--- src/rtl/ball_sprite_engine.sv ---
// rtl/ball_sprite_engine.sv - square sprite position, bounce/manual motion and registered colour
module ball_sprite_engine #(
    parameter int          H_RES     = 1280,
    parameter int          V_RES     = 720,
    parameter int          COORD_W   = 16,
    parameter int          BALL_SIZE = 10,
    parameter int          STEP      = 2,
    parameter logic [11:0] FG_COLOR  = 12'hFFF,
    parameter logic [11:0] BG_COLOR  = 12'h00F
) (
    input  logic               clk,
    input  logic               rst_n,
    input  logic               frame_tick,
    input  logic               mode,
    input  logic               up,
    input  logic               down,
    input  logic               left,
    input  logic               right,
    input  logic               center,
    input  logic [COORD_W-1:0] x_coord,
    input  logic [COORD_W-1:0] y_coord,
    output logic [11:0]        color_o,
    output logic [COORD_W-1:0] ball_x,
    output logic [COORD_W-1:0] ball_y,
    output logic               bounce_hit
);

    typedef logic signed [COORD_W:0] scoord_t;

    typedef struct packed {
        logic [COORD_W-1:0] pos;
        logic               flag;
        logic               hit;
    } axis_t;

    localparam scoord_t            X_MAX_S = scoord_t'(H_RES - BALL_SIZE);
    localparam scoord_t            Y_MAX_S = scoord_t'(V_RES - BALL_SIZE);
    localparam scoord_t            STEP_S  = scoord_t'(STEP);
    localparam scoord_t            ZERO_S  = '0;
    localparam logic [COORD_W-1:0] X_CEN   = COORD_W'((H_RES - BALL_SIZE) / 2);
    localparam logic [COORD_W-1:0] Y_CEN   = COORD_W'((V_RES - BALL_SIZE) / 2);
    localparam logic [COORD_W:0]   SIZE_M1 = (COORD_W + 1)'(BALL_SIZE - 1);

    logic  dx_pos;
    logic  dy_pos;
    logic  center_q;
    logic  pending;
    logic  center_rise;
    logic  render_hit;
    axis_t bx;
    axis_t by;
    logic [COORD_W-1:0] mx;
    logic [COORD_W-1:0] my;

    // One step in the flagged direction, clamped to the playfield; clamping is a reflection.
    function automatic axis_t bounce_axis(input logic [COORD_W-1:0] pos,
                                          input logic flag,
                                          input scoord_t max_s);
        scoord_t cand;
        axis_t   r;
        cand   = flag ? ($signed({1'b0, pos}) + STEP_S) : ($signed({1'b0, pos}) - STEP_S);
        r.pos  = cand[COORD_W-1:0];
        r.flag = flag;
        r.hit  = 1'b0;
        if (cand < ZERO_S) begin
            r.pos  = '0;
            r.flag = 1'b1;
            r.hit  = 1'b1;
        end else if (cand > max_s) begin
            r.pos  = max_s[COORD_W-1:0];
            r.flag = 1'b0;
            r.hit  = 1'b1;
        end
        return r;
    endfunction

    function automatic logic [COORD_W-1:0] manual_axis(input logic [COORD_W-1:0] pos,
                                                      input logic dec,
                                                      input logic inc,
                                                      input scoord_t max_s);
        scoord_t cand;
        cand = $signed({1'b0, pos});
        if (dec && !inc) begin
            cand = cand - STEP_S;
            if (cand < ZERO_S) cand = ZERO_S;
        end else if (inc && !dec) begin
            cand = cand + STEP_S;
            if (cand > max_s) cand = max_s;
        end
        return cand[COORD_W-1:0];
    endfunction

    always_comb begin
        bx          = bounce_axis(ball_x, dx_pos, X_MAX_S);
        by          = bounce_axis(ball_y, dy_pos, Y_MAX_S);
        mx          = manual_axis(ball_x, left, right, X_MAX_S);
        my          = manual_axis(ball_y, up, down, Y_MAX_S);
        center_rise = center && !center_q;
    end

    // Widened compare so the window end never wraps near the coordinate limit.
    always_comb begin
        render_hit = ({1'b0, x_coord} >= {1'b0, ball_x}) &&
                     ({1'b0, x_coord} <= ({1'b0, ball_x} + SIZE_M1)) &&
                     ({1'b0, y_coord} >= {1'b0, ball_y}) &&
                     ({1'b0, y_coord} <= ({1'b0, ball_y} + SIZE_M1));
    end

    always_ff @(posedge clk or negedge rst_n) begin
        if (!rst_n) begin
            ball_x     <= X_CEN;
            ball_y     <= Y_CEN;
            dx_pos     <= 1'b1;
            dy_pos     <= 1'b1;
            color_o    <= 12'h000;
            bounce_hit <= 1'b0;
            pending    <= 1'b0;
            center_q   <= 1'b0;
        end else begin
            center_q   <= center;
            color_o    <= render_hit ? FG_COLOR : BG_COLOR;
            bounce_hit <= 1'b0;
            if (frame_tick) begin
                if (pending) begin
                    ball_x <= X_CEN;
                    ball_y <= Y_CEN;
                end else if (mode) begin
                    ball_x     <= bx.pos;
                    ball_y     <= by.pos;
                    dx_pos     <= bx.flag;
                    dy_pos     <= by.flag;
                    bounce_hit <= bx.hit || by.hit;
                end else begin
                    ball_x <= mx;
                    ball_y <= my;
                end
            end
            // A new press on a tick cycle is held for the following tick.
            if (center_rise) begin
                pending <= 1'b1;
            end else if (frame_tick) begin
                pending <= 1'b0;
            end
        end
    end

endmodule

--- config.mk ---
export PLATFORM = sky130hd
export DESIGN_NAME = ball_sprite_engine
export DESIGN_NICKNAME = d
export VERILOG_FILES = /design/src/rtl/ball_sprite_engine.sv
export SDC_FILE = /design/constraint.sdc
export NUM_CORES = 1
export LEC_CHECK = 0
export ABC_AREA = 1
export ABC_CLOCK_PERIOD_IN_PS = 8300
export CAP_MARGIN = 20
export CORE_MARGIN = 2
export CORE_UTILIZATION = 28
export CTS_BUF_LIST = sky130_fd_sc_hd__clkbuf_2 sky130_fd_sc_hd__clkbuf_4 sky130_fd_sc_hd__clkbuf_8
export CTS_CLUSTER_DIAMETER = 120
export DETAILED_ROUTE_END_ITERATION = 7
export MAX_ROUTING_LAYER = met4
export PLACE_DENSITY = 0.49
export SLEW_MARGIN = 30
export SYNTH_ARGS = -nofsm -noshare
export SYNTH_HDL_FRONTEND = slang
export SYNTH_SLANG_ARGS = --single-unit
--- constraint.sdc ---
create_clock -name clk -period 8.3 [get_ports clk]
set_input_delay 1.245 -clock clk [delete_from_list [all_inputs] [get_ports clk]]
set_output_delay 1.245 -clock clk [all_outputs]
set_load 0.01 [all_outputs]
==> results by group <==
Run status
  – Status: complete, no violations

Yosys
  – EDFF count, synth: 0
  – Sequential area share after synthesis: 0.150
  – Syn Nets: 1209
  – Avg Cell Area, Syn: 6.05 sq um
  – Synthesized cell area: 0.00661 sq mm
  – Synth async-reset ratio: 1.00
  – Ys flop type: dfrtp_1
  – Seq cells post-synth: 39
  – Post-synthesis cell count: 1092
  – Unique cell type count in the Yosys netlist: 45
  – Synth warn: 0

GRT
  – Number of global-route vias before repair: 6892
  – Overflow after GRT: 0
  – Antenna violations before repair: 0
  – Largest net degree at the start of global routing: 40
  – GRT Total Usage: 0.193
  – First-pass GRT wire length: 36600 um

Detailed routing
  – Final wirelength: 23000 um
  – Routed WL per cell: 15.7 um
  – Vias per cell: 4.89
  – Post-DRT Antenna Nets: 0
  – # DRC: 0
  – Initial DRT Pass Iterations: 8
  – Detailed router's first-iteration violation count: 448
  – Via count: 7158

Clock tree
  – CTS Root Cell: clkbuf_8
  – Worst skew pair latency: 310 ps
  – Num CTS Buffers: 5
  – Hold buffer count at cts: 0
  – Total number of clock tree sinks: 39
  – Maximum buffer depth of the clock tree: 2
  – CTS H-tree depth: 2
  – Setup Fix Bufs, Post-CTS: 0
  – Reg clk slew, reported paths: 90 ps
  – CTS tree: built
  – Resized Gates After CTS: 0

Critical path
  – R2r setup slk: 5020 ps
  – Reg2reg path depth: 17
  – CP Max Fanout: 10
  – CP Class: reg -> reg
  – Worst setup EP type: register
  – WP data arrival: 3520 ps
  – R2R Path End: color_o[10]
  – R2r startpoint: ball_x[2]
  – Worst path required time: 8550 ps
  – Worst setup SP type: register

Floorplanning
  – Die width: 158 um
  – Core footprint: 0.0233 sq mm
  – Initial Utilization: 0.283
  – Die height: 158 um
  – Num ports: 86
  – Row cnt: 56
  – Die Area: 0.0248 sq mm

STA
  – Slew headroom: 0.466
  – Max Slew Vio Count: 0
  – Final Hold Fails: 0
  – Fmax: 305 MHz
  – Worst-margin pin slew: 800 ps
  – Tmin final: 3280 ps
  – Unrepaired setup endpoints after global routing: false
  – Final period utilization: 0.395
  – Setup_tns: 0 ps
  – Setup Skew: 10.5 ps
  – Final setup fails: 0

Pwr
  – Power Density: 167 mW/mm^2
  – Maximum vdd drop: 0.0000742 V
  – Leakage: 3.63 nW

Job
  – Max-cap violation count: 0

Hold path
  – Cells on Worst Hold Path: 1
  – Hold Crit Start: center_q
  – Worst min-delay path category: reg -> reg
  – Hold Path Sink: pending

Cells and area
  – Layout filler cell count: 2626
  – Most frequent cells in the layout: nand2_1 (346), nor2_1 (107), nand3_1 (107)
  – # diodes: 0
  – Commonest non-fill, non-tap cell in the layout: nand2_1
  – Area growth, synth to finish: 16.8%
  – Final net count: 1262
  – Layout cells sized above 1: 0.0794
  – Final non-filler cell total: 1465

Placed design
  – Number of buffers added on ports: 85
  – Routability cong.: 0.903
  – Placed cell count: 1457
  – Dpl hpwl: 18700 um
[how the worst max path moves through the flow]
stage / startpoint / endpoint / slack (ps) / depth (start not counted)
floorplan: ball_x[1] / color_o[10] / 5570 / 17
global placement: mode / ball_x[15] / 4320 / 8
detailed placement: mode / ball_x[11] / 4720 / 8
CTS: ball_x[2] / color_o[10] / 4950 / 17
global route: ball_x[2] / color_o[10] / 4590 / 17
finish: ball_x[2] / color_o[10] / 5020 / 17
[where the power goes]
part | total [mW] | switching [mW] | internal [mW]
Clock | 0.179 | 0.0817 | 0.0976
Sequential | 0.330 | 0.102 | 0.229
Combinational | 0.777 | 0.482 | 0.295
[critical path, cell delays in order, from the launching register on]
cell and delay, ps:
dfrtp_1 630, ha_1 300, inv_1 70, o21ai_0 260
nand2_1 130, nor2_1 220, nand2_1 120, xor2_1 170
ha_1 330, nand2_1 80, nor2_1 40, a211oi_1 180
nor2_1 70, nor2_1 130, nand2_1 70, o21ai_0 210
nand3_1 120, nor2_1 100
[cells by family after synthesis]
group                      count (synthesis)  share of synthesized area
AOI/OAI and AO/OA                        128                      0.107
xor gates and xnor gates                  37                     0.0491
adders and majority gates                 76                      0.144
buffers and inverters                    152                      0.105
DFF                                       39                      0.150
other                                      1                   0.000568
and+or+nand+nor                          659                      0.444
[metrics by stage]
stage	total power [mW]	instance area, sq um	hold WS (ps)	setup WS (ps)	utilization
floorplan	0.859	6610	410	5570	-
global placement	1.11	7590	415	4320	0.325
detailed placement	1.11	7600	422	4720	0.326
CTS	1.30	7710	434	4950	0.331
global route	1.41	7710	464	4590	0.331
finish	1.29	7710	429	5020	0.331
[layout make-up]
class | instances | area (sq um) | area share
timing repair buffer | 88 | 868 | 0.113
tap | 319 | 399 | 0.0517
clock buffer | 6 | 82.6 | 0.0107
clock inverter | 2 | 35.0 | 0.00454
multi-input combinational | 901 | 4920 | 0.638
inverter | 110 | 413 | 0.0535
sequential | 39 | 993 | 0.129
[routing by layer]
layer  share of wire  vias up  GRT usage
met2            0.49      192      0.339
met3           0.046       35     0.0255
met4           0.023        0     0.0494
met5               0        -          -
li1                -     3666          -
met1            0.44     3265      0.234
[synthesized netlist by cell type (2+ instances only)]
cell type,n,share of area
nand2_2,18,0.017
nor2_2,14,0.013
o21ai_0,45,0.034
dfrtp_1,25,0.095
o21a_1,3,0.0034
nand3b_1,3,0.0034
nand2_1,346,0.20
o21ai_1,6,0.0045
buf_4,19,0.022
buf_2,11,0.0083
o21ai_2,3,0.0040
inv_1,99,0.056
a31oi_1,2,0.0019
ha_1,76,0.14
xor2_1,35,0.046
nor3_1,13,0.0098
nor2_4,12,0.020
nand4_1,29,0.027
o211ai_1,2,0.0023
clkbuf_1,7,0.0040
dfstp_2,14,0.056
nand3_1,107,0.081
a211oi_1,3,0.0034
xnor2_1,2,0.0027
nor2_1,108,0.061
clkinv_1,2,0.0011
inv_2,9,0.0051
or2_2,2,0.0019
buf_6,5,0.0085
nand3_2,3,0.0045
a21oi_1,55,0.042
[sequential cells by signal (all words and copies together) (netlist names)]
signal	count
center_q	1
dy_pos	1
ball_x	16
dx_pos	1
ball_y	16
bounce_hit	1
color_o	2
pending	1
(Power assumes the default switching activity.)
